File: config.mk
export PLATFORM = sky130hd
export DESIGN_NAME = mem_ctrl
export DESIGN_NICKNAME = d
export VERILOG_FILES = /design/src/rtl/mem_ctrl.sv
export SDC_FILE = /design/constraint.sdc
export NUM_CORES = 1
export LEC_CHECK = 0
export ABC_CLOCK_PERIOD_IN_PS = 4450
export BUFFER_PORTS_ARGS = -buffer_cell sky130_fd_sc_hd__buf_2
export CAP_MARGIN = 15
export CORE_ASPECT_RATIO = 1.2
export CORE_MARGIN = 1
export CORE_UTILIZATION = 45
export CTS_BUF_LIST = sky130_fd_sc_hd__clkbuf_4 sky130_fd_sc_hd__clkbuf_8
export DETAILED_ROUTE_END_ITERATION = 8
export HOLD_SLACK_MARGIN = 0.05
export PLACE_DENSITY = 0.79
export SLEW_MARGIN = 30
export SYNTH_ARGS = -nofsm -noshare
export SYNTH_HDL_FRONTEND = slang
export SYNTH_SLANG_ARGS = --single-unit
File: constraint.sdc
create_clock -name i_clk -period 4.45 [get_ports i_clk]
set_input_delay 0 -clock i_clk [delete_from_list [all_inputs] [get_ports i_clk]]
set_output_delay 0 -clock i_clk [all_outputs]
set_load 0.02 [all_outputs]
File: src/rtl/mem_ctrl.sv
// mem_ctrl: CPU bus bridge to asynchronous SRAM with a UART MMIO window.
// Byte writes use read-modify-write; received UART bytes queue in a small FIFO.
module mem_ctrl #(
    parameter int         RXDEPTH   = 4,
    parameter logic [7:0] MMIO_PAGE = 8'hFF
) (
    input  logic        i_clk,
    input  logic        i_rst_n,
    input  logic [15:0] i_addr,
    input  logic [15:0] i_wdata,
    input  logic        i_re,
    input  logic        i_we,
    input  logic        i_be,
    output logic [15:0] o_rdata,
    output logic        o_rdy,
    output logic        o_ack,
    output logic        o_align_err,
    output logic [14:0] o_sram_addr,
    output logic [15:0] o_sram_dout,
    input  logic [15:0] i_sram_din,
    output logic        o_sram_we_n,
    output logic        o_sram_oe_n,
    input  logic [7:0]  i_rx_data,
    input  logic        i_rx_valid,
    output logic [7:0]  o_tx_data,
    output logic        o_tx_valid,
    input  logic        i_tx_ready,
    output logic        o_uart_intr
);
    localparam int AW = $clog2(RXDEPTH);

    typedef enum logic [2:0] {IDLE, RD, RMW_RD, RMW_WR, WR, TXW, DONE} state_t;

    state_t        r_state, w_next;
    logic [15:0]   r_addr, r_wdata, r_cap, r_rdata;
    logic          r_be, r_mmio, r_ovf;
    logic [7:0]    r_fifo [RXDEPTH];
    logic [AW-1:0] r_wp, r_rp;
    logic [AW:0]   r_cnt;
    logic          w_accept, w_mmio, w_full, w_push, w_pop, w_rd_data, w_rd_stat;
    logic [7:0]    w_off, w_lane;
    logic [15:0]   w_merge;

    // A misaligned word access is decoded as its aligned neighbour.
    assign w_off     = i_be ? i_addr[7:0] : {i_addr[7:1], 1'b0};
    assign w_mmio    = i_addr[15:8] == MMIO_PAGE;
    assign w_accept  = r_state == IDLE && (i_re || i_we);
    assign w_rd_data = w_accept && !i_we && w_mmio && w_off == 8'h00;
    assign w_rd_stat = w_accept && !i_we && w_mmio && w_off == 8'h02;
    assign w_full    = r_cnt == (AW+1)'(RXDEPTH);
    assign w_push    = i_rx_valid && !w_full;
    assign w_pop     = w_rd_data && r_cnt != '0;
    assign w_lane    = r_addr[0] ? i_sram_din[15:8] : i_sram_din[7:0];
    assign w_merge   = r_addr[0] ? {r_wdata[7:0], r_cap[7:0]} : {r_cap[15:8], r_wdata[7:0]};

    always_ff @(posedge i_clk or negedge i_rst_n) begin
        if (!i_rst_n) r_state <= IDLE;
        else          r_state <= w_next;
    end

    always_comb begin
        w_next = r_state;
        case (r_state)
            IDLE: begin
                if (i_we)      w_next = !w_mmio ? (i_be ? RMW_RD : WR) : (w_off == 8'h04 ? TXW : WR);
                else if (i_re) w_next = w_mmio && (w_off == 8'h00 || w_off == 8'h02) ? DONE : RD;
            end
            RMW_RD:  w_next = RMW_WR;
            TXW:     w_next = i_tx_ready ? DONE : TXW;
            DONE:    w_next = IDLE;
            default: w_next = DONE;
        endcase
    end

    // MMIO accesses that pass through RD/WR keep both strobes inactive.
    always_comb begin
        o_rdy       = r_state == IDLE;
        o_ack       = r_state == DONE;
        o_tx_valid  = r_state == TXW;
        o_sram_oe_n = !((r_state == RD || r_state == RMW_RD) && !r_mmio);
        o_sram_we_n = !((r_state == WR || r_state == RMW_WR) && !r_mmio);
        o_sram_dout = r_state == RMW_WR ? w_merge : r_wdata;
        o_sram_addr = r_addr[15:1];
        o_tx_data   = r_wdata[7:0];
        o_rdata     = r_rdata;
        o_align_err = i_rst_n && w_accept && !i_be && i_addr[0];
        o_uart_intr = r_cnt != '0;
    end

    always_ff @(posedge i_clk or negedge i_rst_n) begin
        if (!i_rst_n) begin
            r_addr  <= '0;
            r_wdata <= '0;
            r_be    <= 1'b0;
            r_mmio  <= 1'b0;
            r_cap   <= '0;
            r_rdata <= '0;
        end else begin
            if (w_accept) begin
                r_addr  <= i_addr;
                r_wdata <= i_wdata;
                r_be    <= i_be;
                r_mmio  <= w_mmio;
            end
            if (w_rd_data)            r_rdata <= w_pop ? {8'h00, r_fifo[r_rp]} : '0;
            else if (w_rd_stat)       r_rdata <= {13'b0, r_ovf, i_tx_ready, r_cnt != '0};
            else if (r_state == RD)   r_rdata <= r_mmio ? '0 : (r_be ? {8'h00, w_lane} : i_sram_din);
            if (r_state == RMW_RD)    r_cap <= i_sram_din;
        end
    end

    always_ff @(posedge i_clk) begin
        if (w_push) r_fifo[r_wp] <= i_rx_data;
    end

    // A byte arriving while full is dropped even if a pop happens that cycle.
    always_ff @(posedge i_clk or negedge i_rst_n) begin
        if (!i_rst_n) begin
            r_wp  <= '0;
            r_rp  <= '0;
            r_cnt <= '0;
            r_ovf <= 1'b0;
        end else begin
            if (w_push) r_wp <= r_wp + 1'b1;
            if (w_pop)  r_rp <= r_rp + 1'b1;
            r_cnt <= r_cnt + (AW+1)'(w_push) - (AW+1)'(w_pop);
            r_ovf <= (r_ovf && !w_rd_stat) || (i_rx_valid && w_full);
        end
    end
endmodule

* Word-level counts from Yosys, hierarchy flattened
Memory sizes are Yosys's and may differ from the RTL's.
Cells that the tools add are included.
** Storage, ports and cells
- Register bits :: 77
- Memory bits (writable) :: 32
- Output and inout bits :: 62
- Memories kept :: 1
** Cells by class
- Add/sub/neg operators :: 4
- Eq/ne operators :: 11
- Mux-type cells :: 20
- Reduce and logical (&&, ||, !) cells :: 31
** Memory list
- r_fifo :: words 4, width 8, rd ports 1, clocked after Yosys merged registers in 0, write ports 1, line 37 : logic [7:0] r_fifo [RXDEPTH];
** Operator list (number)
- 2-to-1 mux 16 bit :: 7
- 2-to-1 mux 8 bit :: 2
- logical AND 1 bit :: 15
- 2-to-1 mux 3 bit :: 5
- equality test 3 bit (second input constant) :: 4
- one-hot mux 3 bit (4 select lines) :: 1
- equality test 8 x 2 -> 1 bit (second input constant) :: 1
- equality test 8 x 3 -> 1 bit (second input constant) :: 1
- equality test 8 bit (second input constant) :: 1
- logical NOT 8 bit :: 1
- logical NOT 1 bit :: 7
- equality test 3 x 2 -> 1 bit (second input constant) :: 2
- nonzero test 3 bit :: 2
- logical OR 1 bit :: 5
- adder 2 x 1 -> 2 bit (second input constant) :: 2
- 2-to-1 mux 1 bit :: 4
- adder 3 x 1 -> 3 bit :: 1
- equality test 3 x 1 -> 1 bit (second input constant) :: 1
- logical NOT 3 bit :: 1
- inequality test 3 bit (second input constant) :: 1
- subtractor 3 x 1 -> 3 bit :: 1
- 2-to-1 mux 2 bit :: 1

* Depth between registers and ports, before layout
- Depth after elaboration :: 8
- Depth in mapped cells :: 10

* Worst setup path after synthesis
Ideal clock, no wire load.
- Path type :: reg2reg
- Start point :: register r_state[1]
- End point :: register r_cnt[2]
- Library setup time :: 0.123 ns
- Arrival time :: 2.751 ns
- Slack :: 1.576 ns
- Stages on the path, launching flop included :: 11
- Buffers on the path :: 2
- Clock period less this slack :: 2.874 ns
- Cells stage by stage :: dfrtp_1 nor3_1 o21a_1 clkbuf_1 and3_1 buf_6 xnor2_1 ha_1 fa_1 xnor2_1 xnor2_1
** Between the ends
- Word-level cells in the longest chain between the ends :: 7
** Ends and longest elaborated chain
- start: declaration :: line 34 : state_t r_state, w_next;
- start signal: assignment :: line 58 : else r_state <= w_next;
- logical NOT 3 bit
- net o_rdy :: line 15 : output logic o_rdy,
- logical AND 1 bit :: line 47 : assign w_accept = r_state == IDLE && (i_re || i_we);
- logical AND 1 bit (3 in a row) :: line 48 : assign w_rd_data = w_accept && !i_we && w_mmio && w_off == 8'h00;
- logical AND 1 bit :: line 52 : assign w_pop = w_rd_data && r_cnt != '0;
- subtractor 3 x 1 -> 3 bit :: line 126 : r_cnt <= r_cnt + (AW+1)'(w_push) - (AW+1)'(w_pop);
- end signal: assignment :: line 126
- end: declaration :: line 39 : logic [AW:0] r_cnt;
The timed path passes the listed nets, and every way through them passes these cells.
A chain may end at the register's enable or synchronous reset.

* Worst setup path after layout
- Start point :: input i_addr[3]
- End point :: register r_cnt[2]
** Between the ends
- Word-level cells in the longest chain between the ends :: 4
** Ends and longest elaborated chain
- start: declaration :: line 9 : input logic [15:0] i_addr,
- logical NOT 8 bit :: line 48
- logical AND 1 bit :: line 48
- logical AND 1 bit :: line 52
- subtractor 3 x 1 -> 3 bit :: line 126
No other way between the ends.

==> metrics list <==
- Dividing the detail-routed via count by the number of cells gives 5.233.
- The tree is rooted in a sky130_fd_sc_hd__clkbuf_8.
* Area leader, netlist: sky130_fd_sc_hd__dfrtp_1
* Worst EP required: 4.73 ns
- Dividing total power by cell area gives a power density of about 610 nW/um^2.
* Net count of the finished layout: between 600 and 700
- IR analysis of the VDD net gives a maximum drop of 0.0002450 V.
- Data arrival time at the worst-slack endpoint: around 3.2 ns
- Final hold viol count: 0
* Number of placement rows: 42
- Before antenna repair, the detailed router went through 5 iterations.
* Average wire length per cell after detail routing: 16.53 um
- Top cell family by delay on the critical path: simple AND/OR/NAND/NOR gates
- PortBufs: 124
- Timing analysis after detailed placement gives a worst setup slack of 1.768 ns.
- The number of antenna violations at the first check in global routing was 0.
- The final route contains between 3000 and 4000 vias.
- The synthesized design contains 32 enable-type register cells.
- Across every metal layer, demand over resource in global routing totals 0.2248.
* Cell mode on critical path: sky130_fd_sc_hd__xnor2_1
- The area growth from synthesis to layout is 26.81%.
* Unrepaired setup endpoints after global routing: false
- For the pin with the worst max-slew slack, the measured transition is around 0.88 ns.
* Run status: completed
- On the final layout, the worst clock skew is ~0.014 ns.
- The via count of the first global-routing pass came to around 4000.
- The detail route stage leaves a number of antenna-violating nets equal to 0.
* Number of remaining DRC errors: 0
* Combined area of the multi-input logic cells: 1872 um^2
- CTS tree: built
- Netlist cell types: 48
- The worst setup path is of the input pin to flip-flop kind.
- Detailed Place HPWL: about 8600 um
* Number of inserted diodes: 0
- The number of max-slew violations in the final report was 0.
- Setup violations remaining at the end of the flow were counted as 0.
- Most used standard cells in the synthesized netlist: sky130_fd_sc_hd__nand2_1 (133), sky130_fd_sc_hd__dfrtp_1 (77), sky130_fd_sc_hd__edfxtp_1 (32)
- Entering global routing, the biggest net connects 46 pins.
- Crit path capture type: flip-flop
* Crit path setup slack, layout: between 1.5 and 2 ns
- Number of warnings issued by yosys: 0
- Synthesis produced a netlist whose cell count is 453.
- Average cell area after synthesis: 11.16 um^2
- Fraction of the cycle the final worst path needs: 0.6518
- Fmax achieved: between 300 and 400 MHz
- For this configuration, the core starts out at a cell density of 0.4602.
- Clock-pin slew was measured on the worst setup and hold paths at ~0.10 ns.
* DIE WIDTH: between 90 and 100 um
- The signal on the critical path passes through dlygate4sd3_1 > buf_2 > or4_4 > nor4_4 > and3_1 > xnor2_1 > ha_1 > fa_1 > xnor2_1 > xnor2_1.
- Synthesized flop and latch total: ~110
- For this design, the slowest cell found on the critical path is sky130_fd_sc_hd__dlygate4sd3_1.
- Worst-case headroom to the max-slew limit: 0.4071
- Summed over all cells, the static leakage comes to between 3 and 4 nW.
* Gates resized, CTS repair: 0
- Ratio of cells with drive above 1 in the final layout: 0.2913
- Netlist Area Pre-Place: 5055 um^2
- Top flip-flop cell by instance count after synthesis: sky130_fd_sc_hd__dfrtp_1
- Count of clock tree sinks: 109
* Net count of the mapped netlist: between 500 and 600
- H-tree levels: 3
- Num ports: approximately 130
- Most area-consuming cells after synthesis: sky130_fd_sc_hd__dfrtp_1 (38%), sky130_fd_sc_hd__edfxtp_1 (19%), sky130_fd_sc_hd__nand2_1 (9.9%)
* Sequential cell area: 2888 um^2
- In the synthesized netlist the async set-or-reset flop fraction comes to 0.7064.
- Detailed router's first-iteration violation count: 206
* Area of the core: 10980 um^2
- Min Clock Period, post-route: 2.900 ns
- Area share of the largest cell type after synthesis: 0.3812
- Number of buffers between clock root and the deepest sink: 2
* Die ar.: roughly 12000 um^2
- Max-cap violations in this run came to 0.
- Worst skew pair latency: about 0.36 ns
- At the end of routability-driven placement, the weighted congestion stood at ~0.8.
- Critical path's largest stage delay: 0.54 ns
- The die is 118.1 um tall.
- Buffers inserted during clock tree synthesis total 9.
- For this run the aggregate overflow at the end of global routing stands at 0.
- Number of fill cells in the layout: 900
- Adding up every negative setup slack in the final design gives 0 ns.
- Number of buffer and inverter stages on the critical path: 2
- The first global-routing pass estimated just over 20000 um of wire.
- The final layout contains routed wiring with a total length of approximately 12000 um.
* Fraction of the yosys area taken by sequential cells: 0.5713
- Largest fanout on the critical path: 10
- The tightest min-delay check is of the input pin to asynchronous set/reset pin type.
* Most used standard cell by instance count after synthesis: sky130_fd_sc_hd__nand2_1
- STA classifies the critical path startpoint as an input pin.
-- routing by layer --
layer | wire, um | vias up | part of all wire | track usage
met5 | 0 | - | 0 | 0
met4 | 210 | 0 | 0.017 | 0.07183
met3 | 583 | 17 | 0.047 | 0.04216
met2 | 6481 | 134 | 0.52 | 0.3977
met1 | 5122 | 1915 | 0.41 | 0.2747
li1 | - | 1859 | - | -
-- report_power, final --
part / internal [mW] / total, mW / switching [mW]
sequential: 1.42 / 1.69 / 0.268
clock: 0.210 / 0.540 / 0.330
combinational: 0.676 / 1.67 / 0.996
total: 2.31 / 3.90 / 1.59
-- layout make-up --
class / count / share of cell area
Tap cell: 132 / 0.02577
Multi-Input combinational cell: 295 / 0.2920
Clock buffer: 10 / 0.02050
Timing Repair Buffer: 192 / 0.2018
Inverter: 7 / 0.004099
Clock inverter: 5 / 0.005270
Sequential cell: 109 / 0.4505
-- cell families (layout without fill, tap and decap cells) --
logic type / after synthesis / count (layout) / synth area share
multiplexers: 43 / 43 / 0.1124
adder cells (fa/ha/maj): 6 / 6 / 0.01634
flip-flops: 109 / 109 / 0.5713
buffers and inverters: 49 / 214 / 0.05916
AND/OR/NAND/NOR: 182 / 182 / 0.1562
XOR/XNOR: 6 / 6 / 0.01040
AO/OA/AOI/OAI: 58 / 58 / 0.07426
-- layout by cell type, fill, tap and decap left out, drive strengths merged, types with 8 or more instances in the layout --
cell         Yosys  routed
inv              7      10
mux2            24      24
nor2            12      12
a21oi           19      19
buf             31     128
nand2          133     133
o21ai           13      13
a22o             8       8
clkbuf          10      10
edfxtp          32      32
mux4             8       8
dfrtp           77      77
mux2i           11      11
dlygate4sd3      0      64
-- state kept, by name (all words and copies together) (netlist names) --
register	flops
r_addr	16
r_rp	2
r_wdata	16
r_state	3
r_cnt	3
r_be	1
r_cap	16
r_ovf	1
r_fifo	32
o_rdata	16
r_wp	2
r_mmio	1
-- what timing repair did --
action                     CTS  global route
hold endpoints to repair   125             0
hold buffers                64             0
setup endpoints to repair    0             0
setup buffers                0             0
-- final timing paths --
path | to | slack [ns] | depth (start not counted) | startpoint
max | r_cnt[2]$_DFF_PN0_ | 1.55 | 10 | i_addr[3]
max reg2reg | r_cnt[2]$_DFF_PN0_ | 1.74 | 8 | r_state[0]$_DFFE_PN0P_
min | o_rdata[7]$_DFFE_PN0P_ | 0.12 | 2 | i_rst_n
min in group i_clk | r_wdata[7]$_DFFE_PN0N_ | 0.35 | 4 | i_wdata[7]
max in group asynchronous | r_wdata[14]$_DFFE_PN0N_ | 3.40 | 3 | i_rst_n
min reg2reg | r_addr[3]$_DFFE_PN0N_ | 0.48 | 2 | r_addr[3]$_DFFE_PN0N_
-- metrics by stage --
step,util,hold WS [ns],power (mW),std cells,area (um^2)
3_5_place_dp,0.5103,-0.01809,3.327,671,5604
3_3_place_gp,0.5103,-0.02535,3.255,671,5604
4_1_cts,0.5836,0.1206,3.929,750,6410
2_1_floorplan,-,-0.2956,2.868,453,5055
5_1_grt,0.5836,0.1383,4.164,750,6410
6_report,0.5836,0.1205,3.899,750,6410
Power figures use the tool's default switching activity.
